===== config.mk =====
export PLATFORM = sky130hd
export DESIGN_NAME = iq_channel_arbiter
export DESIGN_NICKNAME = d
export VERILOG_FILES = /design/src/rtl/overlay_pkg.sv /design/src/rtl/iq_sample_fifo.sv /design/src/rtl/iq_channel_arbiter.sv
export SDC_FILE = /design/constraint.sdc
export NUM_CORES = 1
export LEC_CHECK = 0
export ABC_CLOCK_PERIOD_IN_PS = 2900
export CAP_MARGIN = 20
export CORE_MARGIN = 3
export CORE_UTILIZATION = 40
export DETAILED_ROUTE_END_ITERATION = 8
export PLACE_DENSITY_LB_ADDON = 0.3
export SYNTH_ARGS = -nofsm -noshare
export SYNTH_HDL_FRONTEND = slang
export SYNTH_SLANG_ARGS = --single-unit

===== constraint.sdc =====
create_clock -name i_clk -period 2.9 [get_ports i_clk]
set_input_delay 0.435 -clock i_clk [delete_from_list [all_inputs] [get_ports i_clk]]
set_output_delay 0.435 -clock i_clk [all_outputs]
set_load 0.01 [all_outputs]

===== src/rtl/overlay_pkg.sv =====
`default_nettype none
// +--------------------------------------------------------------------+
// | overlay_pkg: shared sample-width default, channel id, sat counter   |
// | Rev 1.0                                                             |
// +--------------------------------------------------------------------+
package overlay_pkg;

  localparam int c_DATA_W_DEF = 16;

  typedef enum logic {
    CH0 = 1'b0,
    CH1 = 1'b1
  } chan_e;

  function automatic logic [7:0] sat_inc8(input logic [7:0] val);
    return (val == 8'hFF) ? val : val + 8'd1;
  endfunction

endpackage
`default_nettype wire


===== src/rtl/iq_sample_fifo.sv =====
`default_nettype none
// +--------------------------------------------------------------------+
// | iq_sample_fifo: per-channel IQ buffer, wrap-bit full/empty          |
// | Rev 1.0                                                             |
// +--------------------------------------------------------------------+
module iq_sample_fifo #(
  parameter int WIDTH = 32,
  parameter int DEPTH = 4
) (
  input  logic             i_clk,
  input  logic             i_rst_n,
  input  logic             i_push,
  input  logic             i_pop,
  input  logic [WIDTH-1:0] i_data,
  output logic [WIDTH-1:0] o_data,
  output logic             o_full,
  output logic             o_empty
);

  localparam int c_AW = $clog2(DEPTH);

  logic [WIDTH-1:0] r_mem [DEPTH];
  logic [c_AW:0]    r_wr_ptr;
  logic [c_AW:0]    r_rd_ptr;

  assign o_empty = (r_wr_ptr == r_rd_ptr);
  assign o_full  = (r_wr_ptr[c_AW] != r_rd_ptr[c_AW]) &&
                   (r_wr_ptr[c_AW-1:0] == r_rd_ptr[c_AW-1:0]);
  assign o_data  = r_mem[r_rd_ptr[c_AW-1:0]];

  always_ff @(posedge i_clk or negedge i_rst_n) begin
    if (!i_rst_n) begin
      r_wr_ptr <= '0;
      r_rd_ptr <= '0;
    end else begin
      if (i_push) r_wr_ptr <= r_wr_ptr + 1'b1;
      if (i_pop)  r_rd_ptr <= r_rd_ptr + 1'b1;
    end
  end

  // Storage carries no reset; the pointers alone define what is valid.
  always_ff @(posedge i_clk) begin
    if (i_push) r_mem[r_wr_ptr[c_AW-1:0]] <= i_data;
  end

endmodule
`default_nettype wire


===== src/rtl/iq_channel_arbiter.sv =====
`default_nettype none
// +--------------------------------------------------------------------+
// | iq_channel_arbiter: two IQ channels round-robin onto one datapath   |
// | Rev 1.0                                                             |
// +--------------------------------------------------------------------+
module iq_channel_arbiter
  import overlay_pkg::*;
#(
  parameter int DATA_W     = c_DATA_W_DEF,
  parameter int FIFO_DEPTH = 4
) (
  input  logic              i_clk,
  input  logic              i_rst_n,
  input  logic [DATA_W-1:0] i_ch0_I,
  input  logic [DATA_W-1:0] i_ch0_Q,
  input  logic [DATA_W-1:0] i_ch1_I,
  input  logic [DATA_W-1:0] i_ch1_Q,
  input  logic              i_ch0_valid,
  input  logic              i_ch1_valid,
  input  logic              i_ch0_en,
  input  logic              i_ch1_en,
  output logic [DATA_W-1:0] o_I,
  output logic [DATA_W-1:0] o_Q,
  output logic              o_chan,
  output logic              o_valid,
  input  logic              i_ready,
  output logic [7:0]        o_ch0_drops,
  output logic [7:0]        o_ch1_drops,
  input  logic              i_clr
);

  localparam int c_WW = 2 * DATA_W;

  logic [1:0]      w_req, w_push, w_pop, w_drop, w_full, w_empty;
  logic [c_WW-1:0] w_in_data   [2];
  logic [c_WW-1:0] w_fifo_data [2];
  logic [c_WW-1:0] w_sel_data;
  logic [7:0]      r_drops [2];
  logic            w_xfer, w_load, w_any;
  chan_e           w_grant;
  chan_e           r_last;
  logic            r_valid;
  logic            r_chan;
  logic [DATA_W-1:0] r_I, r_Q;

  assign w_req[0]     = i_ch0_valid & i_ch0_en;
  assign w_req[1]     = i_ch1_valid & i_ch1_en;
  assign w_in_data[0] = {i_ch0_I, i_ch0_Q};
  assign w_in_data[1] = {i_ch1_I, i_ch1_Q};

  assign w_xfer = r_valid & i_ready;
  assign w_load = ~r_valid | w_xfer;
  assign w_any  = ~(&w_empty);

  // On a tie the channel not served last wins.
  always_comb begin
    w_grant = CH0;
    if (!w_empty[0] && !w_empty[1])
      w_grant = (r_last == CH1) ? CH0 : CH1;
    else if (!w_empty[1])
      w_grant = CH1;
  end

  assign w_pop[0]   = w_load & ~w_empty[0] & (w_grant == CH0);
  assign w_pop[1]   = w_load & ~w_empty[1] & (w_grant == CH1);
  assign w_sel_data = (w_grant == CH1) ? w_fifo_data[1] : w_fifo_data[0];

  for (genvar gi = 0; gi < 2; gi++) begin : g_ch
    // A full FIFO still accepts when the same cycle frees a slot.
    assign w_push[gi] = w_req[gi] & (~w_full[gi] | w_pop[gi]);
    assign w_drop[gi] = w_req[gi] & w_full[gi] & ~w_pop[gi];

    iq_sample_fifo #(
      .WIDTH (c_WW),
      .DEPTH (FIFO_DEPTH)
    ) u_fifo (
      .i_clk   (i_clk),
      .i_rst_n (i_rst_n),
      .i_push  (w_push[gi]),
      .i_pop   (w_pop[gi]),
      .i_data  (w_in_data[gi]),
      .o_data  (w_fifo_data[gi]),
      .o_full  (w_full[gi]),
      .o_empty (w_empty[gi])
    );

    always_ff @(posedge i_clk or negedge i_rst_n) begin
      if (!i_rst_n)         r_drops[gi] <= 8'd0;
      else if (i_clr)       r_drops[gi] <= 8'd0;
      else if (w_drop[gi])  r_drops[gi] <= sat_inc8(r_drops[gi]);
    end
  end

  always_ff @(posedge i_clk or negedge i_rst_n) begin
    if (!i_rst_n) begin
      r_valid <= 1'b0;
      r_I     <= '0;
      r_Q     <= '0;
      r_chan  <= 1'b0;
      r_last  <= CH1;
    end else if (w_load) begin
      r_valid <= w_any;
      if (w_any) begin
        r_I    <= w_sel_data[c_WW-1:DATA_W];
        r_Q    <= w_sel_data[DATA_W-1:0];
        r_chan <= w_grant;
        r_last <= w_grant;
      end
    end
  end

  assign o_valid     = r_valid;
  assign o_I         = r_I;
  assign o_Q         = r_Q;
  assign o_chan      = r_chan;
  assign o_ch0_drops = r_drops[0];
  assign o_ch1_drops = r_drops[1];

endmodule
`default_nettype wire


==> Word-level counts from Yosys, hierarchy flattened <==
Memories as Yosys holds them, arrays and structs flattened.
Index checks and enable logic that the tools add are counted.
Widths: inputs -> output; s select.
{ "totals": {"ff_bits": 63, "mem_bits_rw": 256, "in_bits": 72, "output_inout_bits": 50, "wordCells": 79, "memories": 2} }
{ "memory_table": {"columns": ["memory", "words", "word_bits", "rd", "rd_ports_with_merged_regs", "wr", "line_no", "source"], "rows": [
  ["g_ch[0].u_fifo.r_mem", 4, 32, 1, 0, 1, "iq_sample_fifo.sv:22", "logic [WIDTH-1:0] r_mem [DEPTH];"],
  ["g_ch[1].u_fifo.r_mem", 4, 32, 1, 0, 1, "iq_sample_fifo.sv:22", null]
]} }
{ "classes": {"addsub": 6, "n_eq_ne": 10, "n_mux": 14, "bitwise": 25, "n_reduce_logical": 11} }
{ "ops": {"columns": ["op", "count"], "rows": [
  ["$mux 8", 6],
  ["$mux 32", 1],
  ["$add 8x1->8 const B", 2],
  ["$eq 8x8->1 const B", 2],
  ["$and 1x1->1", 13],
  ["$add 3x1->3 const B", 4],
  ["$not 1->1", 9],
  ["$reduce_and 2->1", 4],
  ["$mux 1", 7],
  ["$eq 3x3->1", 2],
  ["$eq 2x2->1", 2],
  ["$ne 2x2->1 const B", 2],
  ["$reduce_bool 2->1", 2],
  ["$logic_and 1x1->1", 3],
  ["$or 1x1->1", 3],
  ["$logic_not 1->1", 2],
  ["$ne 1x1->1", 2]
]} }

==> Longest topological paths before layout <==
Gate-level depths: netlist (run 1).
{ "depth": {"ltp_word": 10, "ltp_mapped": 8, "mapped_depth_nobuf": 6} }

==> By module <==
A second synthesis (run 1) with hierarchy kept.
{ "unflattened": {"hier_cells": 652, "area_unflattened_um2": 12594.6} }
{ "modules_own_cells": {"columns": ["module", "instances", "cells_each", "area_per_inst_um2"], "rows": [
  ["iq_sample_fifo", 2, 198, 5013.6],
  ["iq_channel_arbiter", 1, 256, 2567.5]
]} }

==> Worst setup path after synthesis (run 1) <==
OpenSTA, ideal clock, no wires.
{ "synth_path": {"path_type": "input -> register", "start": "input i_ready", "end": "memory g_ch[1].u_fifo.r_mem[3][0] (enable)", "arrival_ps": 2156, "required_ps": 2506, "setup_slack_ps": 350, "stages": 5, "path_buffers": 1, "cell_sequence": "nand2b_1 -> clkbuf_1 -> nand4_2 -> a31oi_2 -> and2_1"} }
{ "synth_via": {"elab_chain_cells": 8} }
{ "synth_lines": {"columns": ["element", "line_no", "source"], "rows": [
  ["start: declaration", "iq_channel_arbiter.sv:26", "input logic i_ready,"],
  ["$and 1x1->1", "iq_channel_arbiter.sv:51", "assign w_xfer = r_valid & i_ready;"],
  ["$or 1x1->1", "iq_channel_arbiter.sv:52", "assign w_load = ~r_valid | w_xfer;"],
  ["$and 1x1->1 (2 in a row)", "iq_channel_arbiter.sv:65", "assign w_pop[1] = w_load & ~w_empty[1] & (w_grant == CH1);"],
  ["$or 1x1->1", "iq_channel_arbiter.sv:70", "assign w_push[gi] = w_req[gi] & (~w_full[gi] | w_pop[gi]);"],
  ["$and 1x1->1", "iq_channel_arbiter.sv:70", null],
  ["$mux 1", "iq_sample_fifo.sv:43", "if (i_push) r_mem[r_wr_ptr[c_AW-1:0]] <= i_data;"],
  ["$mux 1 (not written as such)", "iq_sample_fifo.sv:43", null],
  ["end: declaration", "iq_sample_fifo.sv:22", null]
]} }
Every way passes these cells.

==> Worst setup path in the final report (run 1) <==
{ "layout_path": {"start": "register g_ch[0].u_fifo.r_rd_ptr[2]", "end": "memory g_ch[0].u_fifo.r_mem[3][6] (enable)"} }
{ "layout_via": {"elab_chain_cells": 10, "elab_cells_between_ends": 15, "cone_classes": "eq/ne (2); mux (3); bitwise (7); reduce/logical (3)"} }
{ "layout_lines": {"columns": ["element", "line_no", "source"], "rows": [
  ["start: declaration", "iq_sample_fifo.sv:24", "logic [c_AW:0] r_rd_ptr;"],
  ["start signal: assignment", "iq_sample_fifo.sv:37", "if (i_pop) r_rd_ptr <= r_rd_ptr + 1'b1;"],
  ["$eq 3x3->1", "iq_sample_fifo.sv:26", "assign o_empty = (r_wr_ptr == r_rd_ptr);"],
  ["$logic_not 1->1", "iq_channel_arbiter.sv:58", "if (!w_empty[0] && !w_empty[1])"],
  ["$logic_and 1x1->1", "iq_channel_arbiter.sv:58", null],
  ["$mux 1", "iq_channel_arbiter.sv:58", null],
  ["$not 1->1", "iq_channel_arbiter.sv:64", "assign w_pop[0] = w_load & ~w_empty[0] & (w_grant == CH0);"],
  ["$and 1x1->1", "iq_channel_arbiter.sv:64", null],
  ["$or 1x1->1 *", "iq_channel_arbiter.sv:70", null],
  ["$and 1x1->1 *", "iq_channel_arbiter.sv:70", null],
  ["$mux 1 *", "iq_sample_fifo.sv:43", null],
  ["$mux 1 (not written as such) *", "iq_sample_fifo.sv:43", null],
  ["end: declaration", "iq_sample_fifo.sv:22", null]
]} }
Mark *: on every way between the ends. The rest lies on a longest branch, timed or not.

==> results of run 1 <==
## worst reg2reg max path, stage by stage, from the launching register on
cell and delay (ps):
dfrtp_1 400, xnor2_1 370, and3b_2 290, a31oi_2 320, and2_1 370, buf_4 260
## registers in the layout (all words and copies together) (netlist names)
| signal | cells |
|---|---|
| g_ch.u_fifo.r_mem | 256 |
| g_ch.u_fifo.r_rd_ptr | 6 |
| g_ch.u_fifo.r_wr_ptr | 6 |
| o_I | 16 |
| o_Q | 16 |
| o_ch0_drops | 8 |
| o_ch1_drops | 8 |
| o_chan | 1 |
| o_valid | 1 |
| r_last | 1 |
## cell usage in the layout, fill, tap and decap left out, types with 3 or more instances in the layout
master             n
a21oi_1           12
a31oi_1           33
a31oi_2            4
and2_1             8
and3_1             3
buf_12             9
buf_4             11
clkbuf_1          13
clkbuf_16         35
clkbuf_8           3
clkdlybuf4s50_1  120
clkinv_2           6
dfrtp_1           60
edfxtp_1         256
ha_1              12
inv_1              8
mux4_2            64
nand2_1           79
nand3_1            8
nand4_1            3
nor2_1            37
o21ai_0            9
o31ai_1            4
or3_1              7
or4_1              4
xnor2_1            8
xnor2_4            4
xor2_1             6
## path summary, 6_finish.rpt
check,slack [ps],start,endpoint
setup reg to reg,580,g_ch[0].u_fifo.r_rd_ptr[2],g_ch[0].u_fifo.r_mem[3][6]
min in group i_clk,500,g_ch[0].u_fifo.r_rd_ptr[2],g_ch[0].u_fifo.r_rd_ptr[2]
hold / removal,490,i_rst_n,o_ch0_drops[2]
hold reg to reg,500,g_ch[0].u_fifo.r_rd_ptr[2],g_ch[0].u_fifo.r_rd_ptr[2]
max in group asynchronous,1660,i_rst_n,o_Q[12]
setup / recovery,580,g_ch[0].u_fifo.r_rd_ptr[2],g_ch[0].u_fifo.r_mem[3][6]
## power groups by stage
stage / Sequential, mW / Combinational (mW) / Clock [mW]
3_3_place_gp: 6.31 / 4.81 / 0
2_1_floorplan: 6.25 / 3.25 / 0
5_1_grt: 6.31 / 5.15 / 4.42
4_1_cts: 6.24 / 4.86 / 4.22
6_report: 6.23 / 4.73 / 4.11
3_5_place_dp: 6.32 / 4.84 / 0
## layout make-up
cell class,count,area share
multi-input cells,325,0.1993
clock buffers,51,0.06267
flip-flops and latches,319,0.6013
inverters,8,0.001948
repair buffers,142,0.09595
well taps,396,0.03215
clock inverters,11,0.006738
## layer usage
metal  up-vias  wire, um
met5         -         0
met4         0       740
met3        47      1300
met2       186     12230
met1      3326     11050
li1       2979         -
## logic make-up (layout without fill, tap and decap cells)
kind of cell             Yosys count  after routing
flip-flops                       319            319
AND/OR/NAND/NOR                  160            160
multiplexers                      68             68
buffers and inverters             42            212
XOR/XNOR                          18             18
adder cells (fa/ha/maj)           12             12
AO/OA/AOI/OAI                     67             67
## metrics by stage
| step | hold slack (ps) | util |
|---|---|---|
| 2_1_floorplan | 139.4 | - |
| 3_5_place_dp | 486.2 | 0.4661 |
| 4_1_cts | 490.9 | 0.5013 |
| 3_3_place_gp | 482.9 | 0.4661 |
| 6_report | 486.4 | 0.5013 |
| 5_1_grt | 524.5 | 0.5013 |
==> reports/qor.yml, run 1 <==
cells_and_area:
  nets: 914
  drive_gt1_frac: 0.1822
  fin_cells: 1252
  multi_input_area_um2: 3072
  design_area_um2: 15410
  regArea_um2: 9268
  fill_cells: 2550
  syn_to_final_growth_pct: 22.63
  antenna_cells: 0
clock_network:
  path_clk_slew_ps: 60
  cts.sinks: 319
  post_cts_resized: 0
  postCtsSetupBuffers: 0
  cts_max_level: 2
  hold_buffers: 1
  cts_buffers: 34
  cts_tree: "yes"
  clkLatencyLatePin_ps: 510
  cts_root_buffer: "clkbuf_16"
  cts_max_path_buffers: 3
timing:
  rsz0062_at_grt: "no"
  slew_headroom: 0.5395
  layout_setup_ws_ps: 578.0
  min_period_ps: 2322
  fin_setup_tns_ps: 0
  finalSetupViolCount: 0
  final_hold_viol_count: 0
  post-route-period-util: 0.8007
  skew_ps: 16.50
  drv_slew: 0
  fmax_ghz: 0.4307
  tightest_slew_ps: 690.7
floorplan:
  ios: 122
  core_um2: 30750
  start_util: 0.4088
  die_area_um2: 33590
  die_width_um: 183.3
  die_h_um: 183.3
  core.rowCount: 64
synthesis:
  synth-seq-cells: 319
  synth_top_area_share: 0.6116
  synth_compound_area_frac: 0.03663
  async_reset_ff_frac: 0.1975
  synthAdderAreaFrac: 0.01195
  synth_top_family_by_area: "multiplexers"
  synth_simple_gate_area_frac: 0.05903
  synthesis.nets: 770
  synth_cells: 686
  yosysWarningCount: 0
  seq_area_frac_synth: 0.7371
  synthTopCellsByCount: "edfxtp_1, nand2_1, mux4_2, dfrtp_1, nor2_1"
  muxShareOfSynthArea: 0.1182
  synth.distinct_cells: 46
  netlist_area_um2: 12570
  synthFlopType: "edfxtp_1"
  yosys-top-cells-area: "edfxtp_1, dfrtp_1, mux4_2"
  synth.most_common_cell: "edfxtp_1"
  synth.avg_cell_area_um2: 18.32
  synth_largest_area_cell: "edfxtp_1"
  synth-xor-area-share: 0.01851
  synth-edff-count: 256
route:
  vias_per_cell: 5.222
  via_count: 6538
  finalWirelength_um: 25310
  detail_route.iter0.violations: 613
  route.detailed.drc: 0
  wl_per_cell_um: 20.22
  dr.pass1.iters: 4
  drtAntennaViolNets: 0
setup_path:
  cp_top_family: "simple AND/OR/NAND/NOR gates"
  timing.critical_path.buf_inv: 1
  worst_path_max_delay_cell: "dfrtp_1"
  path_cells: "xnor2_1 -> and3b_2 -> a31oi_2 -> and2_1 -> buf_4"
  endpoint_kind: "register"
  cp_num_cells: 5
  rr_worst_depth: 5
  start_kind: "register"
  cpPeakStageDelay_ps: 400
  critical_path_class: "reg2reg"
  cp.arrival_ps: 2520
  crit_fanout: 9
  worstPathRequired_ps: 3100
power:
  power_density_nw_per_um2: 978.1
  power.internal_mw: 10.39
  p_leak_nw: 5.241
  power_frac_seq: 0.413
  switchingPower_mw: 4.689
  p_clk_frac: 0.273
  total_power_mw: 15.08
  swShare: 0.3110
  comb_power_share: 0.314
  ir_worst_vdd_uv: 585.3
global_routing:
  grt_max_degree: 66
  grt_pass1_wl_um: 39100
  use_met3: 0.02777
  grt_pass1_vias: 6618
  grt_antenna_before_repair: 0
  grt_overflow: 0
  grt_usage: 0.1525
  met1_usage: 0.2143
  met2_usage: 0.2433
  gr-max-usage-layer: "met2"
placement:
  placed_cell_area_um2: 14330
  dp_cells: 1189
  hpwl_um: 16470
  place_ws_ps: 142.2
  place_congestion: 0.7879
  port_buffers: 121
job:
  cap_violations: 0
run_status:
  status: "completed"
hold_path:
  min_path_type: "in2async"
No activity file was read; power rests on OpenSTA's default activity.
==> inputs of run 2 (changes only) <==
Settings changed: ABC_CLOCK_PERIOD_IN_PS 2900 to 1900.
Clock period 2.9 ns to 1.9 ns, I/O delays scaled along.
==> reports/qor.yml, run 2 (same netlist as run 1, synthesis figures left out) <==
floorplan:
  die_h_um: 183.3  # unchanged
  core_um2: 30750  # unchanged
  die_area_um2: 33590  # unchanged
  ios: 122  # unchanged
  start_util: 0.4088  # unchanged
  die_width_um: 183.3  # unchanged
  core.rowCount: 64  # unchanged
setup_path:
  critical_path_class: "reg2reg"  # unchanged
  endpoint_kind: "register"  # unchanged
  cp.arrival_ps: 2140  # was 2520 ps
  crit_fanout: 14  # was 9
  reg2reg_to: "g_ch[0].u_fifo.r_mem[3][24]"  # was g_ch[0].u_fifo.r_mem[3][6]
  start_kind: "register"  # unchanged
  rr_worst_depth: 5  # unchanged
  cp_top_family: "simple AND/OR/NAND/NOR gates"  # unchanged
  timing.critical_path.buf_inv: 1  # unchanged
  crit_start: "g_ch[0].u_fifo.r_rd_ptr[2]"  # unchanged
  cpPeakStageDelay_ps: 410  # was 400 ps
  path_cells: "xnor2_2 -> and3b_2 -> a31oi_4 -> and2_4 -> buf_12"  # was xnor2_1 -> and3b_2 -> a31oi_2 -> and2_1 -> buf_4
  timing.rr.start: "g_ch[0].u_fifo.r_rd_ptr[2]"  # unchanged
  worstPathRequired_ps: 2110  # was 3100 ps
  worst_path_max_delay_cell: "dfrtp_1"  # unchanged
  ff2ff_setup_slack_ps: -30  # was 580 ps
route:
  route.detailed.drc: 0  # unchanged
  wl_per_cell_um: 20.32  # was 20.22 um
  drtAntennaViolNets: 0  # unchanged
  dr.pass1.iters: 5  # was 4
  detail_route.iter0.violations: 372  # was 613
  vias_per_cell: 5.166  # was 5.222
  finalWirelength_um: 26580  # was 25310 um
  via_count: 6757  # was 6538
global_routing:
  grt_overflow: 0  # unchanged
  grt_usage: 0.1572  # was 0.1525
  grt_pass1_vias: 7027  # was 6618
  grt_antenna_before_repair: 0  # unchanged
  grt_pass1_wl_um: 40380  # was 39100 um
  grt_max_degree: 64  # was 66
power:
  power_density_nw_per_um2: 1512  # was 978.1 nW/um2
  ir_worst_vdd_uv: 958.2  # was 585.3 uV
  p_leak_nw: 5.626  # was 5.241 nW
  total_power_mw: 24.44  # was 15.08 mW
job:
  cap_violations: 0  # unchanged
cells_and_area:
  drive_gt1_frac: 0.2599  # was 0.1822
  syn_to_final_growth_pct: 28.58  # was 22.63%
  most-common-layout-cells: "edfxtp_1, clkdlybuf4s50_1, nand2_1"  # unchanged
  utilization: 0.5256  # was 0.5013
  nets: 970  # was 914
  antenna_cells: 0  # unchanged
  largest_reg_flops: 256  # unchanged
  layout_commonest_cell: "edfxtp_1"  # unchanged
  design_area_um2: 16160  # was 15410 um2
clock_network:
  cts_root_buffer: "clkbuf_16"  # unchanged
  cts.sinks: 319  # unchanged
  cts_buffers: 34  # unchanged
  cts_tree: "yes"  # unchanged
  path_clk_slew_ps: 60  # about the same
  cts_max_level: 2  # unchanged
  cts_max_path_buffers: 3  # unchanged
  clkLatencyLatePin_ps: 510  # about the same
timing:
  fmax_ghz: 0.5178  # was 0.4307 GHz
  final_hold_viol_count: 0  # unchanged
  rsz0062_at_grt: "yes"  # was no
  tightest_slew_ps: 511.9  # was 690.7 ps
  layout_setup_ws_ps: -31.21  # was 578.0 ps
  post-route-period-util: 1.016  # was 0.8007
  finalSetupViolCount: 51  # was 0
  min_period_ps: 1931  # was 2322 ps
  slew_headroom: 0.6588  # was 0.5395
  drv_slew: 0  # unchanged
  skew_ps: 13.84  # was 16.50 ps
placement:
  port_buffers: 121  # unchanged
  placed_cell_area_um2: 14790  # was 14330 um2
  hpwl_um: 18140  # was 16470 um
  place_congestion: 0.7922  # was 0.7879
run_status:
  violations: "negative setup slack"
  status: "complete, but fails checks"  # was completed
hold_path:
  min_path_type: "in2async"  # unchanged
==> run 2: area by class of cell <==
cell class                      count  area [um2]
Timing Repair Buffer              196        2032
Multi-Input combinational cell    327        3186
Clock buffer                       44       938.4
Clock inverter                     18       210.2
Inverter                            8       30.03
Tap cell                          396       495.5
Fill cell                        2477       14590
Sequential cell                   319        9270
==> run 2: how the worst max path moves through the flow <==
stage               cells past startpoint  slack, ps                           to
finish                                  5        -30  g_ch[0].u_fifo.r_mem[3][24]
global route                            5        -70  g_ch[0].u_fifo.r_mem[1][21]
CTS                                     5        0.5   g_ch[0].u_fifo.r_mem[0][1]
detailed placement                      6       -430  g_ch[1].u_fifo.r_mem[3][22]
global placement                        6       -410  g_ch[1].u_fifo.r_mem[3][26]
floorplan                               5          2   g_ch[1].u_fifo.r_mem[3][0]
==> run 2: stage by stage <==
step,hold WS [ps],setup TNS (ps),std cells,setup WS [ps]
2_1_floorplan,-10.59,0,686,2.091
3_3_place_gp,317.3,-94360,1233,-414.0
3_5_place_dp,321.5,-93850,1233,-425.7
4_1_cts,321.6,0,1299,0.4623
5_1_grt,333.0,-5592,1308,-67.55
6_report,307.3,-790.0,1308,-31.21
==> run 2: report_power, final <==
part           switching [mW]  internal [mW]  total, mW
logic                    4.21           4.06       8.27
registers               0.716           8.80       9.51
clock network            2.60           4.05       6.65
total                    7.53           16.9       24.4
==> run 2: worst reg2reg max path, cell delays in order (launching register included) <==
cell	delay, ps
dfrtp_1	410
xnor2_2	250
and3b_2	290
a31oi_4	250
and2_4	270
buf_12	170
==> run 2: routing by layer <==
metal / vias up / global-route usage / share of wire
met5: - / 0 / 0
li1: 3090 / - / -
met3: 47 / 0.03173 / 0.060
met1: 3423 / 0.2118 / 0.43
met2: 197 / 0.2585 / 0.48
met4: 0 / 0.05302 / 0.026
==> run 2: what timing repair did <==
action                     4_1_cts  5_1_grt
gates cloned                     0        5
setup endpoints to repair      220      239
pin swaps                        6       11
gates resized for setup          3       21
hold endpoints to repair        62        0
setup buffers                    3        4
hold buffers                     1        0
==> inputs of run 3 (changes only) <==
Settings changed: GPL_ROUTABILITY_DRIVEN from default to 0.
==> results of run 3 <==
Final layout, timing and power as in run 2 (identical DEF).
